**src/rtl/axi4_pkg.sv**
```systemverilog
// Shared AXI4 encodings: burst types, response codes and the write-slave FSM states.
// Shared by the write slave and the planned read slave.
package axi4_pkg;

  localparam logic [1:0] BURST_FIXED = 2'b00;
  localparam logic [1:0] BURST_INCR  = 2'b01;
  localparam logic [1:0] BURST_WRAP  = 2'b10;

  localparam logic [1:0] RESP_OKAY   = 2'b00;
  localparam logic [1:0] RESP_SLVERR = 2'b10;

  typedef enum logic [1:0] {
    ST_IDLE = 2'd0,
    ST_DATA = 2'd1,
    ST_RESP = 2'd2
  } slv_state_e;

  // WRAP bursts are only legal with 2, 4, 8 or 16 beats.
  function automatic logic wrap_len_ok(input logic [7:0] len);
    return (len == 8'd1) || (len == 8'd3) || (len == 8'd7) || (len == 8'd15);
  endfunction

endpackage

```
**src/rtl/axi4_wr_slave_if.sv**
```systemverilog
// AXI4 write-path channel interfaces (AW, W, B).
// Each interface has a master and a slave modport.
interface axi4_aw_if #(
  parameter int ADDR_W = 32,
  parameter int ID_W   = 4
);
  logic [ID_W-1:0]   AWID;
  logic [ADDR_W-1:0] AWADDR;
  logic [7:0]        AWLEN;
  logic [2:0]        AWSIZE;
  logic [1:0]        AWBURST;
  logic              AWLOCK;
  logic [3:0]        AWCACHE;
  logic [2:0]        AWPROT;
  logic [3:0]        AWQOS;
  logic [3:0]        AWREGION;
  logic              AWUSER;
  logic              AWVALID;
  logic              AWREADY;

  modport master (output AWID, AWADDR, AWLEN, AWSIZE, AWBURST, AWLOCK, AWCACHE,
                  AWPROT, AWQOS, AWREGION, AWUSER, AWVALID, input AWREADY);
  modport slave  (input AWID, AWADDR, AWLEN, AWSIZE, AWBURST, AWLOCK, AWCACHE,
                  AWPROT, AWQOS, AWREGION, AWUSER, AWVALID, output AWREADY);
endinterface

interface axi4_w_if #(
  parameter int DATA_W = 32,
  parameter int ID_W   = 4
);
  logic [ID_W-1:0]     WID;
  logic [DATA_W-1:0]   WDATA;
  logic [DATA_W/8-1:0] WSTRB;
  logic                WLAST;
  logic                WUSER;
  logic                WVALID;
  logic                WREADY;

  modport master (output WID, WDATA, WSTRB, WLAST, WUSER, WVALID, input WREADY);
  modport slave  (input WID, WDATA, WSTRB, WLAST, WUSER, WVALID, output WREADY);
endinterface

interface axi4_b_if #(
  parameter int ID_W = 4
);
  logic [ID_W-1:0] BID;
  logic [1:0]      BRESP;
  logic            BUSER;
  logic            BVALID;
  logic            BREADY;

  modport master (input BID, BRESP, BUSER, BVALID, output BREADY);
  modport slave  (output BID, BRESP, BUSER, BVALID, input BREADY);
endinterface

```
**src/rtl/axi4_burst_addr.sv**
```systemverilog
// Combinational next-beat address for FIXED, INCR and WRAP bursts.
// Shared with the read slave.
module axi4_burst_addr
  import axi4_pkg::*;
#(
  parameter int ADDR_W = 32
) (
  input  logic [ADDR_W-1:0] i_addr,
  input  logic [7:0]        i_len,
  input  logic [2:0]        i_size,
  input  logic [1:0]        i_burst,
  output logic [ADDR_W-1:0] o_next_addr
);

  logic [ADDR_W-1:0] w_incr;
  logic [ADDR_W-1:0] w_sum;
  logic [ADDR_W-1:0] w_wrap_mask;

  always_comb begin
    w_incr      = ADDR_W'(1) << i_size;
    w_sum       = i_addr + w_incr;
    // Wrap window is (len+1) beats of 2^size bytes; only legal lengths reach here.
    w_wrap_mask = ((ADDR_W'(i_len) + ADDR_W'(1)) << i_size) - ADDR_W'(1);
    case (i_burst)
      BURST_INCR: o_next_addr = w_sum;
      BURST_WRAP: o_next_addr = (i_addr & ~w_wrap_mask) | (w_sum & w_wrap_mask);
      default:    o_next_addr = i_addr;
    endcase
  end

endmodule

```
**src/rtl/axi4_wr_slave.sv**
```systemverilog
// AXI4 write slave: one burst at a time, each accepted beat becomes a
// single-cycle memory write one clock later, followed by one B response.
module axi4_wr_slave
  import axi4_pkg::*;
#(
  parameter int ADDR_W = 32,
  parameter int DATA_W = 32,
  parameter int ID_W   = 4
) (
  input  logic                ACLK,
  input  logic                ARESET,
  axi4_aw_if.slave            aw,
  axi4_w_if.slave             w,
  axi4_b_if.slave             b,
  output logic                mem_we,
  output logic [ADDR_W-1:0]   mem_addr,
  output logic [DATA_W-1:0]   mem_wdata,
  output logic [DATA_W/8-1:0] mem_wstrb
);

  localparam int                STRB_W   = DATA_W / 8;
  localparam int                SIZE_MAX = $clog2(STRB_W);
  localparam logic [ADDR_W-1:0] BUS_MASK = ADDR_W'(STRB_W - 1);

  slv_state_e          r_state;
  slv_state_e          w_next_state;
  logic [ID_W-1:0]     r_id;
  logic [ADDR_W-1:0]   r_addr;
  logic [7:0]          r_len;
  logic [2:0]          r_size;
  logic [1:0]          r_burst;
  logic [7:0]          r_cnt;
  logic                r_drop;
  logic                r_slverr;
  logic                r_mem_we_p1;
  logic [ADDR_W-1:0]   r_mem_addr_p1;
  logic [DATA_W-1:0]   r_mem_wdata_p1;
  logic [STRB_W-1:0]   r_mem_wstrb_p1;

  logic                w_awready;
  logic                w_wready;
  logic                w_bvalid;
  logic                w_aw_hs;
  logic                w_w_hs;
  logic                w_final;
  logic                w_dec_err;
  logic [ADDR_W-1:0]   w_size_mask;
  logic [ADDR_W-1:0]   w_next_addr;
  logic                w_unused;

  assign w_unused = ^{aw.AWLOCK, aw.AWCACHE, aw.AWPROT, aw.AWQOS, aw.AWREGION,
                      aw.AWUSER, w.WID, w.WUSER};

  axi4_burst_addr #(.ADDR_W(ADDR_W)) u_burst_addr (
    .i_addr      (r_addr),
    .i_len       (r_len),
    .i_size      (r_size),
    .i_burst     (r_burst),
    .o_next_addr (w_next_addr)
  );

  // Illegal bursts are still drained beat by beat but never reach memory.
  assign w_size_mask = (ADDR_W'(1) << aw.AWSIZE) - ADDR_W'(1);
  assign w_dec_err   = (aw.AWBURST == 2'b11) ||
                       (aw.AWSIZE > 3'(SIZE_MAX)) ||
                       ((aw.AWBURST == BURST_WRAP) &&
                        (!wrap_len_ok(aw.AWLEN) || ((aw.AWADDR & w_size_mask) != '0)));

  assign w_final = (r_cnt == r_len);
  assign w_aw_hs = w_awready & aw.AWVALID;
  assign w_w_hs  = w_wready & w.WVALID;

  always_comb begin
    w_next_state = r_state;
    w_awready    = 1'b0;
    w_wready     = 1'b0;
    w_bvalid     = 1'b0;
    unique case (r_state)
      ST_IDLE: begin
        w_awready = 1'b1;
        if (aw.AWVALID) w_next_state = ST_DATA;
      end
      ST_DATA: begin
        w_wready = 1'b1;
        if (w.WVALID && w_final) w_next_state = ST_RESP;
      end
      ST_RESP: begin
        w_bvalid = 1'b1;
        if (b.BREADY) w_next_state = ST_IDLE;
      end
      default: w_next_state = ST_IDLE;
    endcase
  end

  always_ff @(posedge ACLK) begin
    if (ARESET) begin
      r_state        <= ST_IDLE;
      r_id           <= '0;
      r_addr         <= '0;
      r_len          <= '0;
      r_size         <= '0;
      r_burst        <= '0;
      r_cnt          <= '0;
      r_drop         <= 1'b0;
      r_slverr       <= 1'b0;
      r_mem_we_p1    <= 1'b0;
      r_mem_addr_p1  <= '0;
      r_mem_wdata_p1 <= '0;
      r_mem_wstrb_p1 <= '0;
    end else begin
      r_state     <= w_next_state;
      r_mem_we_p1 <= w_w_hs & ~r_drop;
      if (w_aw_hs) begin
        r_id     <= aw.AWID;
        r_addr   <= aw.AWADDR;
        r_len    <= aw.AWLEN;
        r_size   <= aw.AWSIZE;
        r_burst  <= aw.AWBURST;
        r_cnt    <= '0;
        r_drop   <= w_dec_err;
        r_slverr <= w_dec_err;
      end
      // Stage p1: beat captured here appears on the memory port next cycle.
      if (w_w_hs) begin
        r_cnt          <= r_cnt + 8'd1;
        r_addr         <= w_next_addr;
        r_mem_addr_p1  <= r_addr & ~BUS_MASK;
        r_mem_wdata_p1 <= w.WDATA;
        r_mem_wstrb_p1 <= w.WSTRB;
        if (w.WLAST != w_final) r_slverr <= 1'b1;
      end
    end
  end

  // Outputs are gated so they read zero in the very cycle reset is applied.
  assign aw.AWREADY = w_awready & ~ARESET;
  assign w.WREADY   = w_wready & ~ARESET;
  assign b.BVALID   = w_bvalid & ~ARESET;
  assign b.BID      = ARESET ? '0 : r_id;
  assign b.BRESP    = (ARESET || !r_slverr) ? RESP_OKAY : RESP_SLVERR;
  assign b.BUSER    = 1'b0;
  assign mem_we     = r_mem_we_p1 & ~ARESET;
  assign mem_addr   = ARESET ? '0 : r_mem_addr_p1;
  assign mem_wdata  = ARESET ? '0 : r_mem_wdata_p1;
  assign mem_wstrb  = ARESET ? '0 : r_mem_wstrb_p1;

endmodule

```
**src/flat_wrapper.sv**
```systemverilog
// flat-port wrapper written by rule: the top's interface ports become plain ports
module axi4_wr_slave_flat import axi4_pkg::*;
#(
  parameter int ADDR_W = 32,
  parameter int DATA_W = 32,
  parameter int ID_W   = 4
)
  (ACLK, ARESET, mem_we, mem_addr, mem_wdata, mem_wstrb, aw_AWID, aw_AWADDR, aw_AWLEN, aw_AWSIZE, aw_AWBURST, aw_AWLOCK, aw_AWCACHE, aw_AWPROT, aw_AWQOS, aw_AWREGION, aw_AWUSER, aw_AWVALID, aw_AWREADY, w_WID, w_WDATA, w_WSTRB, w_WLAST, w_WUSER, w_WVALID, w_WREADY, b_BID, b_BRESP, b_BUSER, b_BVALID, b_BREADY);
  axi4_aw_if #(.ADDR_W(ADDR_W), .ID_W(ID_W)) aw_i ();
  axi4_w_if #(.DATA_W(DATA_W), .ID_W(ID_W)) w_i ();
  axi4_b_if #(.ID_W(ID_W)) b_i ();
  input  logic ACLK;
  input  logic ARESET;
  output logic mem_we;
  output logic [ADDR_W-1:0] mem_addr;
  output logic [DATA_W-1:0] mem_wdata;
  output logic [DATA_W/8-1:0] mem_wstrb;
  input wire logic [$bits(aw_i.AWID)-1:0] aw_AWID;
  input wire logic [$bits(aw_i.AWADDR)-1:0] aw_AWADDR;
  input wire logic [$bits(aw_i.AWLEN)-1:0] aw_AWLEN;
  input wire logic [$bits(aw_i.AWSIZE)-1:0] aw_AWSIZE;
  input wire logic [$bits(aw_i.AWBURST)-1:0] aw_AWBURST;
  input wire logic [$bits(aw_i.AWLOCK)-1:0] aw_AWLOCK;
  input wire logic [$bits(aw_i.AWCACHE)-1:0] aw_AWCACHE;
  input wire logic [$bits(aw_i.AWPROT)-1:0] aw_AWPROT;
  input wire logic [$bits(aw_i.AWQOS)-1:0] aw_AWQOS;
  input wire logic [$bits(aw_i.AWREGION)-1:0] aw_AWREGION;
  input wire logic [$bits(aw_i.AWUSER)-1:0] aw_AWUSER;
  input wire logic [$bits(aw_i.AWVALID)-1:0] aw_AWVALID;
  output wire logic [$bits(aw_i.AWREADY)-1:0] aw_AWREADY;
  input wire logic [$bits(w_i.WID)-1:0] w_WID;
  input wire logic [$bits(w_i.WDATA)-1:0] w_WDATA;
  input wire logic [$bits(w_i.WSTRB)-1:0] w_WSTRB;
  input wire logic [$bits(w_i.WLAST)-1:0] w_WLAST;
  input wire logic [$bits(w_i.WUSER)-1:0] w_WUSER;
  input wire logic [$bits(w_i.WVALID)-1:0] w_WVALID;
  output wire logic [$bits(w_i.WREADY)-1:0] w_WREADY;
  output wire logic [$bits(b_i.BID)-1:0] b_BID;
  output wire logic [$bits(b_i.BRESP)-1:0] b_BRESP;
  output wire logic [$bits(b_i.BUSER)-1:0] b_BUSER;
  output wire logic [$bits(b_i.BVALID)-1:0] b_BVALID;
  input wire logic [$bits(b_i.BREADY)-1:0] b_BREADY;
  assign aw_i.AWID = aw_AWID;
  assign aw_i.AWADDR = aw_AWADDR;
  assign aw_i.AWLEN = aw_AWLEN;
  assign aw_i.AWSIZE = aw_AWSIZE;
  assign aw_i.AWBURST = aw_AWBURST;
  assign aw_i.AWLOCK = aw_AWLOCK;
  assign aw_i.AWCACHE = aw_AWCACHE;
  assign aw_i.AWPROT = aw_AWPROT;
  assign aw_i.AWQOS = aw_AWQOS;
  assign aw_i.AWREGION = aw_AWREGION;
  assign aw_i.AWUSER = aw_AWUSER;
  assign aw_i.AWVALID = aw_AWVALID;
  assign aw_AWREADY = aw_i.AWREADY;
  assign w_i.WID = w_WID;
  assign w_i.WDATA = w_WDATA;
  assign w_i.WSTRB = w_WSTRB;
  assign w_i.WLAST = w_WLAST;
  assign w_i.WUSER = w_WUSER;
  assign w_i.WVALID = w_WVALID;
  assign w_WREADY = w_i.WREADY;
  assign b_BID = b_i.BID;
  assign b_BRESP = b_i.BRESP;
  assign b_BUSER = b_i.BUSER;
  assign b_BVALID = b_i.BVALID;
  assign b_i.BREADY = b_BREADY;
  axi4_wr_slave #(.ADDR_W(ADDR_W), .DATA_W(DATA_W), .ID_W(ID_W)) u_core (.ACLK(ACLK), .ARESET(ARESET), .aw(aw_i), .w(w_i), .b(b_i), .mem_we(mem_we), .mem_addr(mem_addr), .mem_wdata(mem_wdata), .mem_wstrb(mem_wstrb));
endmodule
```
**config.mk**
```make
export PLATFORM = sky130hd
export DESIGN_NAME = axi4_wr_slave_flat
export DESIGN_NICKNAME = d
export VERILOG_FILES = /design/src/rtl/axi4_pkg.sv /design/src/rtl/axi4_wr_slave_if.sv /design/src/rtl/axi4_burst_addr.sv /design/src/rtl/axi4_wr_slave.sv /design/src/flat_wrapper.sv
export SDC_FILE = /design/constraint.sdc
export NUM_CORES = 1
export LEC_CHECK = 0
export CORE_MARGIN = 5
export CORE_UTILIZATION = 40
export CTS_BUF_LIST = sky130_fd_sc_hd__clkbuf_2 sky130_fd_sc_hd__clkbuf_4 sky130_fd_sc_hd__clkbuf_8
export CTS_CLUSTER_SIZE = 12
export DETAILED_ROUTE_END_ITERATION = 12
export PLACE_DENSITY = 0.74
export SKIP_CTS_REPAIR_TIMING = 1
export SYNTH_ARGS = -nofsm -noshare
export SYNTH_HDL_FRONTEND = slang
export SYNTH_SLANG_ARGS = --single-unit
```
**constraint.sdc**
```tcl
create_clock -name ACLK -period 4.76 [get_ports ACLK]
set_input_delay 1.428 -clock ACLK [delete_from_list [all_inputs] [get_ports ACLK]]
set_output_delay 1.428 -clock ACLK [all_outputs]
set_load 0.01 [all_outputs]
```
### After elaboration in Yosys (flattened, before gate mapping)

Cells that the tools add are included.
Widths: inputs -> output; s select.

| word-level totals | value |
|---|---|
| bits in registers | 128 |
| input bits | 113 |
| word-level logic and storage cells | 88 |

| cells by class | value |
|---|---|
| add/sub/neg operators | 5 |
| magnitude comparators | 1 |
| equality and inequality tests | 16 |
| shift-type cells | 3 |
| multiplexer cells | 20 |
| bitwise operators | 14 |
| reduce and logical (&&, ||, !) cells | 16 |

Operators by type and width:

| cell | count |
|---|---|
| $mux 32 | 4 |
| $and 32x32->32 | 3 |
| $pmux 32 s2 | 1 |
| $shl 1x3->32 const A | 2 |
| $add 32x32->32 | 1 |
| $not 32->32 | 1 |
| $or 32x32->32 | 1 |
| $reduce_bool 32->1 | 1 |
| $shl 9x3->32 | 1 |
| $sub 32x1->32 const B | 1 |
| $sub 32x2->32 const B | 1 |
| $mux 8 | 2 |
| $add 8x1->9 const B | 1 |
| $add 8x1->8 const B | 1 |
| $eq 2x2->1 const B | 4 |
| $eq 8x1->1 const B | 1 |
| $eq 8x2->1 const B | 1 |
| $eq 8x3->1 const B | 1 |
| $eq 8x4->1 const B | 1 |
| $eq 8x8->1 | 1 |
| $mux 2 | 4 |
| $mux 4 | 2 |
| $and 1x1->1 | 7 |
| $logic_or 1x1->1 | 7 |
| other kinds (15) | 25 |

### Logic depth before layout (Yosys ltp)

Gate-level depths: netlist of run 1.

| logic depth | value |
|---|---|
| depth after elaboration | 11 |
| depth in mapped cells | 17 |
| depth with buffers taken out | 15 |

### Modules after synthesis

A second synthesis of run 1 with hierarchy kept.

| second synthesis, totals | value |
|---|---|
| cell total of the unflattened synthesis | 1179 |
| area, all modules | 8314.2 sq um |

Modules (own cells, without submodules):

| module | times used | cells an instance | area each (sq um) | sequential area each (sq um) |
|---|---|---|---|---|
| axi4_wr_slave | 1 | 716 | 5460.2 | 2562.5 |
| axi4_burst_addr | 1 | 463 | 2854.0 | 0.0 |

### Worst setup path before layout of run 1

OpenSTA, ideal clock, no wires.

| path | value |
|---|---|
| kind | input-to-output |
| from | input port ARESET |
| to | output port aw_AWREADY |
| arrival time | 2337 ps |
| required time | 3332 ps |
| setup slack | 995 ps |
| stages | 4 |
| path buffers | 3 |
| path through | clkbuf_1 clkbuf_1 buf_1 nor3_1 |

| on the way | value |
|---|---|
| longest elaborated chain between the ends | 2 |

RTL lines:

| item | line | source |
|---|---|---|
| from (decl) | flat_wrapper.sv:13 | `input logic ARESET;` |
| $not 1->1 | axi4_wr_slave.sv:136 | `assign aw.AWREADY = w_awready & ~ARESET;` |
| $and 1x1->1 | axi4_wr_slave.sv:136 |  |
| to (decl) | flat_wrapper.sv:30 | `output wire logic [$bits(aw_i.AWREADY)-1:0] aw_AWREADY;` |

Every way passes these cells.

### Worst setup path after layout of run 1

| path | value |
|---|---|
| from | input port ARESET |
| to | output port mem_wdata[7] |

| on the way | value |
|---|---|
| longest elaborated chain between the ends | 1 |

RTL lines:

| item | line | source |
|---|---|---|
| $mux 32 | axi4_wr_slave.sv:144 | `assign mem_wdata = ARESET ? '0 : r_mem_wdata_p1;` |
| to (decl) | flat_wrapper.sv:16 | `output logic [DATA_W-1:0] mem_wdata;` |

Every way passes these cells.

==> results of run 1 <==
[worst max-delay path, stage by stage]
cell and delay [ns]:
buf_6 0.44, buf_4 0.29, nor2b_1 0.06, clkdlybuf4s50_1 0.49
[power by group through the flow]
stage | logic, mW | registers [mW] | clock network (mW)
global placement | 0.631 | 1.22 | 0
detailed placement | 0.638 | 1.22 | 0
CTS | 0.642 | 1.20 | 0.933
floorplan | 0.439 | 1.19 | 0
finish | 0.647 | 1.20 | 0.910
global route | 0.711 | 1.21 | 0.983
[final timing paths]
check | to | cells after the start | slack (ns) | from
setup / recovery | mem_wdata[7] | 4 | 0.58 | ARESET
hold / removal | u_core.r_mem_we_p1 | 1 | 0.44 | u_core.r_drop
setup reg to reg | register | 14 | 0.83 | u_core.r_size[0]
hold reg to reg | u_core.r_mem_we_p1 | 1 | 0.44 | u_core.r_drop
[area by class of cell]
type / count / area [µm²] / share of cell area [%]
multi-input cells: 856 / 5100 / 49.4
flip-flops and latches: 128 / 2560 / 24.8
repair buffers: 188 / 1850 / 17.9
well taps: 270 / 338 / 3.27
clock buffers: 17 / 234 / 2.27
clock inverters: 15 / 143 / 1.38
inverters: 25 / 93.8 / 0.909
[per-layer routing]
layer  up-vias  GRT usage, %  share of wire, %
li1       4063             -                 -
met1      3791          26.8                44
met2       288          32.6                46
met3        29          5.82               7.8
met4         0          5.14               1.6
met5         -             0                 0
[cells in the mapped netlist (all sizes together), types with 22 or more instances]
cell,count
a211oi,22
a21oi,124
buf,29
clkbuf,53
dfxtp,128
inv,24
nand2,223
nand3,33
nor2,69
nor2b,77
nor3,23
o21ai,41
xnor2,26
[through the flow]
| step | worst slack, ns | util, % | power (mW) | cells | cell area (µm²) |
|---|---|---|---|---|---|
| floorplan | 0.995 | - | 1.63 | 1091 | 8120 |
| global placement | 0.588 | 49.5 | 1.85 | 1467 | 9940 |
| detailed placement | 0.578 | 49.5 | 1.86 | 1467 | 9940 |
| CTS | 0.578 | 51.3 | 2.77 | 1499 | 10300 |
| global route | 0.492 | 51.3 | 2.90 | 1499 | 10300 |
| finish | 0.584 | 51.3 | 2.76 | 1499 | 10300 |
[cell families (layout without fill, tap and decap cells)]
| logic type | after synthesis | in the layout | share of synthesized area (%) |
|---|---|---|---|
| compound gates | 279 | 279 | 23.7 |
| xor+xnor | 31 | 31 | 3.35 |
| fa+ha+maj | 15 | 15 | 2.41 |
| buf+inv | 107 | 245 | 5.76 |
| flops | 128 | 128 | 31.6 |
| mux | 15 | 15 | 1.98 |
| other cells | 1 | 4 | 0.0463 |
| simple gates | 512 | 512 | 31.2 |
==> flow_metrics.py, run 1 <==
metrics = {
    "outcome": {
        "outcome": "complete, no violations",
    },
    "power": {
        "power_density_mw_per_mm2": 267,
        "power_leakage_nw": 3.66,
        "p_comb_share_pct": 23.5,
        "p_seq_share_pct": 43.5,
        "peakVddDrop_uv": 203,
        "pwr-share-clk_pct": 33.0,
        "switching_share_pct": 34.6,
        "p_switching_mw": 0.955,
        "intPower_mw": 1.80,
    },
    "grt": {
        "grt_antenna_before_repair": 0,
        "grt_overflow": 0,
        "grt_max_degree": 79,
        "grt_usage_pct": 20.2,
        "grt_pass1_vias": 7627,
        "grt_pass1_wl_mm": 39.4,
    },
    "final_layout": {
        "diodes": 0,
        "drive_gt1_share_pct": 8.06,
        "layout.nets": 1344,
        "num-fill-cells": 1950,
        "layout_commonest_cell": "nand2_1",
        "final_cell_mix": "222 x nand2_1, 164 x clkdlybuf4s50_1, 128 x dfxtp_1",
        "syn_to_final_growth_pct": 27.3,
    },
    "timing": {
        "slew_violations": 0,
        "hold_viol": 0,
        "fmax_mhz": 239,
        "rsz0062_at_grt": "false",
        "finClkSkew_ns": 0.0106,
        "finalHoldWorstSlack_ns": 0.442,
        "setup_viol": 0,
        "tns_ns": 0,
        "fin_crit_sh_pct": 87.7,
        "max-slew-margin-rel_pct": 40.9,
        "finalCriticalPeriod_ns": 4.18,
        "worst_pin_slew_ns": 0.885,
    },
    "critical_path": {
        "critical_path_class": "in2out",
        "path_max_fanout": 78,
        "timing.critical_path.arrival_ns": 2.75,
        "cp.required_ns": 3.33,
        "start_kind": "input pin",
        "crit_path_end_kind": "output pin",
    },
    "detailed_routing": {
        "vias": 8171,
        "drc": 0,
        "ant_nets": 0,
        "wire_per_inst_um": 16.2,
        "routed_wirelength_mm": 24.2,
        "drtPass1Iterations": 5,
        "detail_route.iter0.violations": 576,
        "via_per_inst": 5.45,
    },
    "clock_network": {
        "cts_tree": "yes",
        "cts_sinks": 128,
        "cts_root_buffer": "clkbuf_8",
        "htreeDepth": 4,
        "cts-buffers-inserted": 17,
        "clkSlewWorstSetupHoldPaths_ns": 0.08,
        "clock_latency_ns": 0.46,
        "cts_buffer_depth": 2,
    },
    "logic_synthesis": {
        "synth-seq-area-share_pct": 31.6,
        "synth_edf_count": 0,
        "synth_seq_cells": 128,
        "syn_area_per_cell_um2": 7.45,
        "synth_top_area_share_pct": 31.6,
        "netlist_top_cells_area": "dfxtp_1 32%, nand2_1 10%, a21oi_1 7.6%",
        "synth_area_mm2": 0.00811,
        "yosysWarnings": 0,
        "syn_inst": 1088,
        "yosysUniqueCellTypes": 93,
        "async_reset_ff_share_pct": 0,
        "synth_top_area_cell": "dfxtp_1",
        "ys.flop_type": "dfxtp_1",
    },
    "floorplan": {
        "chipHeight_um": 152,
        "die_area_mm2": 0.0232,
        "core_mm2": 0.0201,
        "io_pins": 192,
        "core.rowCount": 52,
        "fp.dieW_um": 152,
        "initial_core_util_pct": 40.3,
    },
    "worst_hold_path": {
        "holdCritPathClass": "reg2reg",
    },
    "job": {
        "maxCapViolCount": 0,
    },
    "placed_design": {
        "dp_hpwl_mm": 17.6,
        "port_buffers": 165,
        "gp_congestion": 0.933,
    },
}
Note: power is estimated with default switching activity, not from simulation.
==> run 2: changes to the inputs <==
--- a/config.mk
+++ b/config.mk
@@ -5,11 +5,13 @@
 export SDC_FILE = /design/constraint.sdc
 export NUM_CORES = 1
 export LEC_CHECK = 0
+export ABC_CLOCK_PERIOD_IN_PS = 4760
 export CORE_MARGIN = 5
 export CORE_UTILIZATION = 40
 export CTS_BUF_LIST = sky130_fd_sc_hd__clkbuf_2 sky130_fd_sc_hd__clkbuf_4 sky130_fd_sc_hd__clkbuf_8
 export CTS_CLUSTER_SIZE = 12
 export DETAILED_ROUTE_END_ITERATION = 12
+export GPL_ROUTABILITY_DRIVEN = 0
 export PLACE_DENSITY = 0.74
 export SKIP_CTS_REPAIR_TIMING = 1
 export SYNTH_ARGS = -nofsm -noshare
==> flow_metrics.py, run 2 (synthesis gave the netlist of run 1 again) <==
metrics = {
    "outcome": {
        "outcome": "complete, no violations",
    },
    "critical_path": {
        "start_kind": "input pin",
        "path_max_fanout": 76,
        "timing.critical_path.arrival_ns": 2.72,
        "reg2reg_depth": 15,
        "crit_path_end_kind": "output pin",
        "r2r_slack_ns": 0.82,
        "r2r-start": "u_core.r_len[1]",
        "crit_start": "ARESET",
        "critical_path_class": "in2out",
        "crit_path_end": "mem_wdata[12]",
        "cp.required_ns": 3.33,
    },
    "power": {
        "power_density_mw_per_mm2": 279,
        "peakVddDrop_uv": 175,
        "power_leakage_nw": 3.68,
    },
    "final_layout": {
        "layout_commonest_cell": "nand2_1",
        "drive_gt1_share_pct": 7.98,
        "layout.nets": 1343,
        "syn_to_final_growth_pct": 28.2,
        "diodes": 0,
        "final_cell_mix": "222 x nand2_1, 164 x clkdlybuf4s50_1, 128 x dfxtp_1",
    },
    "floorplan": {
        "core_mm2": 0.0201,
        "initial_core_util_pct": 40.3,
        "core.rowCount": 52,
        "io_pins": 192,
        "fp.dieW_um": 152,
        "die_area_mm2": 0.0232,
        "chipHeight_um": 152,
    },
    "clock_network": {
        "cts_buffer_depth": 2,
        "clock_latency_ns": 0.46,
        "cts_tree": "yes",
        "clkSlewWorstSetupHoldPaths_ns": 0.08,
        "cts_root_buffer": "clkbuf_8",
        "htreeDepth": 4,
        "cts-buffers-inserted": 17,
        "cts_sinks": 128,
    },
    "timing": {
        "max-slew-margin-rel_pct": 42.1,
        "finClkSkew_ns": 0.00727,
        "hold_viol": 0,
        "finalHoldWorstSlack_ns": 0.427,
        "finalCriticalPeriod_ns": 4.15,
        "slew_violations": 0,
        "fin_crit_sh_pct": 87.1,
        "fmax_mhz": 241,
        "rsz0062_at_grt": "false",
        "worst_pin_slew_ns": 0.867,
        "tns_ns": 0,
        "setup_viol": 0,
    },
    "detailed_routing": {
        "routed_wirelength_mm": 23.9,
        "vias": 8163,
        "ant_nets": 0,
        "drtPass1Iterations": 6,
        "drc": 0,
        "wire_per_inst_um": 15.9,
        "detail_route.iter0.violations": 584,
        "via_per_inst": 5.45,
    },
    "grt": {
        "grt_pass1_wl_mm": 38.1,
        "grt_overflow": 0,
        "grt_pass1_vias": 7450,
        "grt_max_degree": 77,
        "grt_antenna_before_repair": 0,
        "grt_usage_pct": 19.7,
    },
    "placed_design": {
        "port_buffers": 165,
        "dp_hpwl_mm": 17.3,
    },
    "job": {
        "maxCapViolCount": 0,
    },
    "worst_hold_path": {
        "holdCritPathClass": "reg2reg",
    },
}
==> run 2: changes by cell type in the layout (fill, tap and decap cells not counted), sizes merged <==
cell / previous run / this run
clkinvlp: 1 / 4
bufinv: 0 / 4
inv: 34 / 27
buf: 24 / 23
==> run 2: worst max-delay path: stages <==
cell,delay (ns)
buf_6,0.45
buf_12,0.26
nor2b_1,0.06
clkdlybuf4s50_1,0.49
==> run 2: layout make-up <==
cell class | count | area [µm²]
tap | 270 | 338
clock buffer | 17 | 234
sequential | 128 | 2560
timing repair buffer | 187 | 1860
clock inverter | 15 | 210
multi-input combinational | 856 | 5100
fill | 1895 | 9710
inverter | 25 | 93.8
==> run 2: worst min path at each step <==
stage	from	endpoint	slack, ns	depth (start not counted)
after CTS	u_core.r_drop	u_core.r_mem_we_p1	0.43	1
after global placement	u_core.r_drop	u_core.r_mem_we_p1	0.41	1
after floorplan	u_core.r_drop	u_core.r_mem_we_p1	0.40	1
final	u_core.r_drop	u_core.r_mem_we_p1	0.43	1
after global routing	u_core.r_mem_addr_p1[19]	u_core.r_mem_addr_p1[19]	0.46	2
after detailed placement	u_core.r_drop	u_core.r_mem_we_p1	0.42	1
==> run 2: per-layer routing <==
| metal | up-vias | routed length (µm) | track usage [%] |
|---|---|---|---|
| met5 | - | 0 | 0 |
| met1 | 3792 | 10800 | 26.5 |
| met3 | 31 | 1780 | 5.42 |
| met2 | 271 | 10900 | 31.3 |
| li1 | 4069 | - | - |
| met4 | 0 | 323 | 4.97 |
==> run 2: through the flow <==
| step | setup WS [ns] | power [mW] | util [%] | area [µm²] | instances |
|---|---|---|---|---|---|
| floorplan | 0.995 | 1.63 | - | 8120 | 1091 |
| global placement | 0.614 | 1.85 | 49.5 | 9950 | 1466 |
| detailed placement | 0.607 | 1.86 | 49.5 | 9950 | 1466 |
| CTS | 0.605 | 2.91 | 51.7 | 10400 | 1498 |
| global route | 0.526 | 3.04 | 51.7 | 10400 | 1498 |
| finish | 0.613 | 2.90 | 51.7 | 10400 | 1498 |
==> run 2: where the power goes <==
part	leakage (nW)	internal, mW	switching [mW]	total, mW
clock network	0.211	0.577	0.476	1.05
logic	2.42	0.286	0.362	0.647
registers	1.04	1.13	0.0694	1.20
==> run 3: changes to the inputs <==
--- a/config.mk
+++ b/config.mk
@@ -14,6 +14,7 @@
 export GPL_ROUTABILITY_DRIVEN = 0
 export PLACE_DENSITY = 0.74
 export SKIP_CTS_REPAIR_TIMING = 1
+export SLEW_MARGIN = 25
 export SYNTH_ARGS = -nofsm -noshare
 export SYNTH_HDL_FRONTEND = slang
 export SYNTH_SLANG_ARGS = --single-unit
==> results of run 3 <==
The final DEF is identical to that of run 2; final timing and power are the same.
==> variant 1: new RTL, config.mk and constraints of run 3 <==
`DATA_W` is set to 32 in 3 places; all go to 128.
--- a/src/rtl/axi4_wr_slave_if.sv
+++ b/src/rtl/axi4_wr_slave_if.sv
@@ -25,7 +25,7 @@
 endinterface
 
 interface axi4_w_if #(
-  parameter int DATA_W = 32,
+  parameter int DATA_W = 128,
   parameter int ID_W   = 4
 );
   logic [ID_W-1:0]     WID;
--- a/src/rtl/axi4_wr_slave.sv
+++ b/src/rtl/axi4_wr_slave.sv
@@ -4,7 +4,7 @@
   import axi4_pkg::*;
 #(
   parameter int ADDR_W = 32,
-  parameter int DATA_W = 32,
+  parameter int DATA_W = 128,
   parameter int ID_W   = 4
 ) (
   input  logic                ACLK,
--- a/src/flat_wrapper.sv
+++ b/src/flat_wrapper.sv
@@ -2,7 +2,7 @@
 module axi4_wr_slave_flat import axi4_pkg::*;
 #(
   parameter int ADDR_W = 32,
-  parameter int DATA_W = 32,
+  parameter int DATA_W = 128,
   parameter int ID_W   = 4
 )
   (ACLK, ARESET, mem_we, mem_addr, mem_wdata, mem_wstrb, aw_AWID, aw_AWADDR, aw_AWLEN, aw_AWSIZE, aw_AWBURST, aw_AWLOCK, aw_AWCACHE, aw_AWPROT, aw_AWQOS, aw_AWREGION, aw_AWUSER, aw_AWVALID, aw_AWREADY, w_WID, w_WDATA, w_WSTRB, w_WLAST, w_WUSER, w_WVALID, w_WREADY, b_BID, b_BRESP, b_BUSER, b_BVALID, b_BREADY);
Interface: changed (resized mem_wdata, mem_wstrb, w_WDATA and w_WSTRB); port bits go from 192 to 408. No check against the original RTL was run, so the function may have changed too.
==> variant 1 against run 3 <==
  * Sequential cell count up 106
  * Utilization grew 5.2 points
  * Final area is 67% higher
  * Combinational power grew 64%
  * Clock power increased by 100%
  * Cell count up 62%
  * Synthesized area is 51% higher
  * Global-route usage grew 2.6 points
  * Wire length up 71%
  * Total power increased by 84%
  * Synthesized cell count rose by 52%
  * Critical path depth is the same
  * Worst setup slack lost 80 ps
==> variant 1: results (changes against run 3) <==
- Outcome: complete, no violations (unchanged)
- DR vias: 12,650 (was 8,163)
- Min Hold Slack: 417.1 ps (was 427.4 ps)
- WP data arrival: 2800 ps (was 2720 ps)
- Routing usage on met3: 5.420% (was 5.425%)
- Top layer in use: met5 (was met4)
- Routed length per instance: 16.85 µm (was 15.93 µm)
- Vias in the first global route: 11,810 (was 7,450)
- Setup WS pre-CTS: 535.2 ps (was 607.0 ps)
- Worst Reg2Reg Path Length in Cells: 10 (was 15)
- Layout cells sized above 1: 7.168% (was 7.980%)
- Worst R2R Setup Slack: 620 ps (was 820 ps)
- Placed Area: 0.01634 mm² (was 0.009948 mm²)
- Placed Cells incl. Taps: 2,340 (was 1,466)
- Largest net degree at the start of global routing: 164 (was 77)
- Top post-synthesis cells by count: 437 x nand2_1, 234 x dfxtp_1, 231 x a21oi_1, 184 x nor2b_1, 99 x clkbuf_1 (was 223 x nand2_1, 128 x dfxtp_1, 123 x a21oi_1, 76 x nor2b_1, 69 x nor2_1)
- Met2 usage in global routing: 37.11% (was 31.31%)
- Reg clk slew, reported paths: 60 ps (was 80 ps)
- Critical Path Sink: mem_wdata[21] (was mem_wdata[12])
- Initial antenna violation count: 4 (was 0)
- Met3 wire len: 3.591 mm (was 1.782 mm)
- Final HPWL DP: 29.16 mm (was 17.27 mm)
- Setup Skew: 17.73 ps (was 7.267 ps)
- Iter 0 DRT Violations: 1,021 (was 584)
- Worst Tran Pin Value: 977.5 ps (was 867.2 ps)
- Fillers: 2,848 (was 1,895)
- Multi-input combinational cell area: 0.006938 mm² (was 0.005099 mm²)
- CP max FO: 70 (was 76)
- Total Routed Length: 40.81 mm (was 23.86 mm)
- Hold crit path type: flip-flop to flip-flop (unchanged)
- Worst vdd ir: 216.7 µV (was 174.7 µV)
- Metal2 WL: 19.17 mm (was 10.93 mm)
- Met1 usage: 28.46% (was 26.46%)
- DRT met1 WL: 16.90 mm (was 10.83 mm)
- PnR worst setup slack: 533.0 ps (was 612.8 ps)
- Post-synthesis sequential area ratio: 38.25% (was 31.60%)
- Leakage: 6.089 nW (was 3.677 nW)
- Sw Ratio: 28.86% (was 31.25%)
- Fin nets: 2,225 (was 1,343)
- Post-Syn Instances: 1,657 (was 1,088)
- Reg2reg start: u_core.r_len[1]$_SDFFE_PP0P_ (unchanged)
- H-tree depth: 2 (was 4)
- Clock Path Buffers: 3 (was 2)
## variant 1: cell count changes in the layout (fill, tap and decap cells not counted), sizes merged, moves of 11 or more
cell                  run 3  this run
clkdlybuf4s50           164       378
nand2                   223       437
a21oi                   124       231
nor2b                    77       184
dfxtp                   128       234
clkbuf                   17        70
a211oi                   22         9
buf                      23        34
## variant 1: worst min-delay path by stage
| stage | to |
|---|---|
| final | u_core.r_mem_we_p1$_SDFF_PP0_ |
| after global routing | u_core.r_mem_we_p1$_SDFF_PP0_ |
| after CTS | u_core.r_mem_we_p1$_SDFF_PP0_ |
| after detailed placement | u_core.r_mem_we_p1$_SDFF_PP0_ |
| after global placement | u_core.r_mem_we_p1$_SDFF_PP0_ |
| after floorplan | u_core.r_mem_we_p1$_SDFF_PP0_ |
## variant 1: power groups by stage
stage / sequential (mW) / combinational [mW] / clock, mW
3_5_place_dp: 2.22 / 1.05 / 0
5_1_grt: 2.20 / 1.16 / 2.27
6_report: 2.18 / 1.06 / 2.11
2_1_floorplan: 2.18 / 0.655 / 0
3_3_place_gp: 2.22 / 1.03 / 0
4_1_cts: 2.18 / 1.06 / 2.17
## variant 1: kinds of logic after synthesis
kind of cell               Yosys count  share of synthesized area [%]
and+or+nand+nor                    830                          32.38
AOI/OAI and AO/OA                  388                          19.60
DFF                                234                          38.25
buffers and inverters              151                          5.343
xor gates and xnor gates            32                          2.288
adders and majority gates           15                          1.594
muxes                                6                         0.5108
other                                1                        0.03062
## variant 1: area by class of cell
cell class | count | share of cell area [%]
Inverter | 21 | 0.4552
Multi-Input combinational cell | 1277 | 40.07
Clock buffer | 70 | 5.058
Timing Repair Buffer | 412 | 23.95
Antenna cell | 3 | 0.04335
Tap cell | 396 | 2.861
Clock inverter | 9 | 0.5202
Sequential cell | 234 | 27.05
==> variant 2: new RTL, flow settings as in run 3 <==
Without the edit above. Make the reset (`ARESET`) asynchronous in one clocked block.
--- a/src/rtl/axi4_wr_slave.sv
+++ b/src/rtl/axi4_wr_slave.sv
@@ -92,7 +92,7 @@
     endcase
   end
 
-  always_ff @(posedge ACLK) begin
+  always_ff @(posedge ACLK or posedge ARESET) begin
     if (ARESET) begin
       r_state        <= ST_IDLE;
       r_id           <= '0;
Check against the original RTL: same outputs for any inputs over 4 cycles, from zero or initial values and one cycle with ARESET high; that may be too few to reach the edited logic, so the function may still have changed.
==> variant 2 against run 3 <==
  * Synthesized area decreased by 0.66%
  * Wire length decreased by 5.7%
  * Global-route usage decreased by 0.66 points
  * Via count decreased by 6.9%
  * Synthesized cell count decreased by 7.7%
  * Worst setup slack improved by 19 ps
  * Critical path type unchanged
  * Final area decreased by 1.1%
  * Sequential cell count unchanged
Power is not compared: it rests on default switching activity, and its combinational part moved more than twofold at a synthesized area within 25%.
==> variant 2: results (changes against run 3) <==
- Skew-Pair Late Insertion Delay: 440 ps (was 460 ps)
- Fin nets: 1,270 (was 1,343)
- Layout cells sized above 1: 7.186% (was 7.980%)
- Total Routing Usage GR: 19.00% (was 19.66%)
- Hold crit path type: flip-flop to flip-flop (unchanged)
- Total Routed Length: 22.50 mm (was 23.86 mm)
- Reg2reg start: u_core.r_len[0]$_DFFE_PP0P_ (was u_core.r_len[1]$_SDFFE_PP0P_)
- Worst min-delay path startpoint: u_core.r_drop$_DFFE_PP0P_ (was u_core.r_drop$_SDFFE_PP0P_)
- Post-synthesis sequential area ratio: 39.77% (was 31.60%)
- Adder-Cell Fraction of Synth Area: 2.423% (was 2.407%)
- Worst Setup SP: ARESET (unchanged)
- Vias per inst: 5.335 (was 5.449)
- Min Hold Slack: 426.9 ps (was 427.4 ps)
- Setup WS pre-CTS: 614.1 ps (was 607.0 ps)
- Worst vdd ir: 243.7 µV
- Port-buffer cells: 165 (unchanged)
- Synth Area in Compound Gates: 17.35% (was 23.70%)
- Synth cell types: 88 (was 93)
- Number of diodes: 0 (unchanged)
- Xor/xnor share of the synthesized area: 3.371% (was 3.349%)
- WP data arrival: 2700 ps (was 2720 ps)
- Leakage: 4.397 nW
- Worst R2R Setup Slack: 760 ps (was 820 ps)
- Initial antenna violation count: 0 (unchanged)
- Ys Warns: 0 (unchanged)
- Vias in the first global route: 7,164 (was 7,450)
- Setup Skew: 13.05 ps (was 7.267 ps)
- Reg clk slew, reported paths: 80 ps (about the same)
- 1st-pass router iterations: 6 (unchanged)
- Clock Path Buffers: 2 (unchanged)
- Post-synthesis mux area share: 1.165% (was 1.975%)
- H-tree depth: 4 (unchanged)
- Outcome: complete, no violations (unchanged)
- CTS buffer count: 17 (unchanged)
- DRC viols: 0 (unchanged)
- Fin crit share: 86.73% (was 87.13%)
- Largest net degree at the start of global routing: 71 (was 77)
- Root Buffer Master: clkbuf_8 (unchanged)
- Global-route wire length before repair: 36.57 mm (was 38.10 mm)
- Asr flop ratio synth: 100.0% (was 0%)
- Top cells by area, synth: dfrtp_1 40%, nand2_1 14%, nor2b_1 5.9%, o21ai_0 3.5%, a21oi_1 3.1% (was dfxtp_1 32%, nand2_1 10%, a21oi_1 7.6%, nor2b_1 5.9%, nor2_1 3.2%)
- Final HPWL DP: 16.34 mm (was 17.27 mm)
- Max transition margin: 35.19% (was 42.10%)
- CP max FO: 47 (was 76)
- Internal: 3.450 mW
- Top post-synthesis cells by count: 290 x nand2_1, 128 x dfrtp_1, 76 x nor2b_1, 56 x o21ai_0, 53 x nor2_1 (was 223 x nand2_1, 128 x dfxtp_1, 123 x a21oi_1, 76 x nor2b_1, 69 x nor2_1)
- Iter 0 DRT Violations: 553 (was 584)
[variant 2: cell types whose count changed after synthesis, sizes merged, moves of 8 or more]
cell,before,now
nand2,223,290
nor2,69,53
nor3,23,10
o22ai,2,11
o21ai,41,60
clkbuf,53,40
a211oi,22,5
a21oi,124,50
dfrtp,0,128
nand3,33,21
dfxtp,128,0
a311oi,13,2
o22a,0,8
nand2b,18,10
[variant 2: power by group through the flow]
stage,Sequential [mW],Clock (mW),Combinational (mW)
after floorplan,1.80,0,2.37
after global placement,1.95,0,3.03
after detailed placement,1.98,0,3.09
after CTS,1.95,1.03,3.11
after global routing,2.03,1.08,3.46
final,1.96,1.00,3.12
[variant 2: worst max-delay path: stages]
cell	delay (ps)
buf_2	390
buf_12	280
nor2b_1	70
clkdlybuf4s50_1	510
[variant 2: cells by family after synthesis]
kind of cell    Yosys count
other cells               1
simple gates            523
buf+inv                  90
compound gates          207
mux                       9
xor+xnor                 31
flops                   128
fa+ha+maj                15
[variant 2: path summary, 6_finish.rpt]
kind	to	cells after the start
setup reg to reg	flip-flop	10
hold reg to reg	u_core.r_mem_we_p1$_DFF_PP0_	1
setup / recovery	mem_addr[12]	4
max in group asynchronous	u_core.r_mem_addr_p1[10]$_DFFE_PP0P_	4
min in group asynchronous	u_core.r_burst[1]$_DFFE_PP0P_	3
hold / removal	u_core.r_mem_we_p1$_DFF_PP0_	1
[variant 2: area by class of cell]
cell class | instances | area [µm²]
well taps | 270 | 337.8
multi-input cells | 789 | 4432
fillers | 1948 | 9764
repair buffers | 182 | 1787
clock inverters | 15 | 182.7
clock buffers | 17 | 234.0
flip-flops and latches | 128 | 3203
inverters | 24 | 98.84
[variant 2: per-stage QoR]
stage	cells	area (µm²)	util, %	TNS [ps]	power [mW]
floorplan	1007	8090	-	-658.7	4.169
global placement	1393	9858	49.19	0	4.986
detailed placement	1393	9858	49.19	0	5.064
CTS	1425	10270	51.27	0	6.091
global route	1425	10270	51.27	0	6.566
finish	1425	10270	51.27	0	6.081
[variant 2: per-layer routing]
| layer | GRT usage (%) | vias to the layer above | routed length [µm] | share of wire (%) |
|---|---|---|---|---|
| met5 | 0 | - | 0 | 0 |
| met4 | 5.308 | 0 | 447 | 2.0 |
| met3 | 4.608 | 36 | 1604 | 7.1 |
| met2 | 29.59 | 313 | 9978 | 44 |
| met1 | 26.51 | 3561 | 10470 | 47 |
| li1 | - | 3692 | - | - |
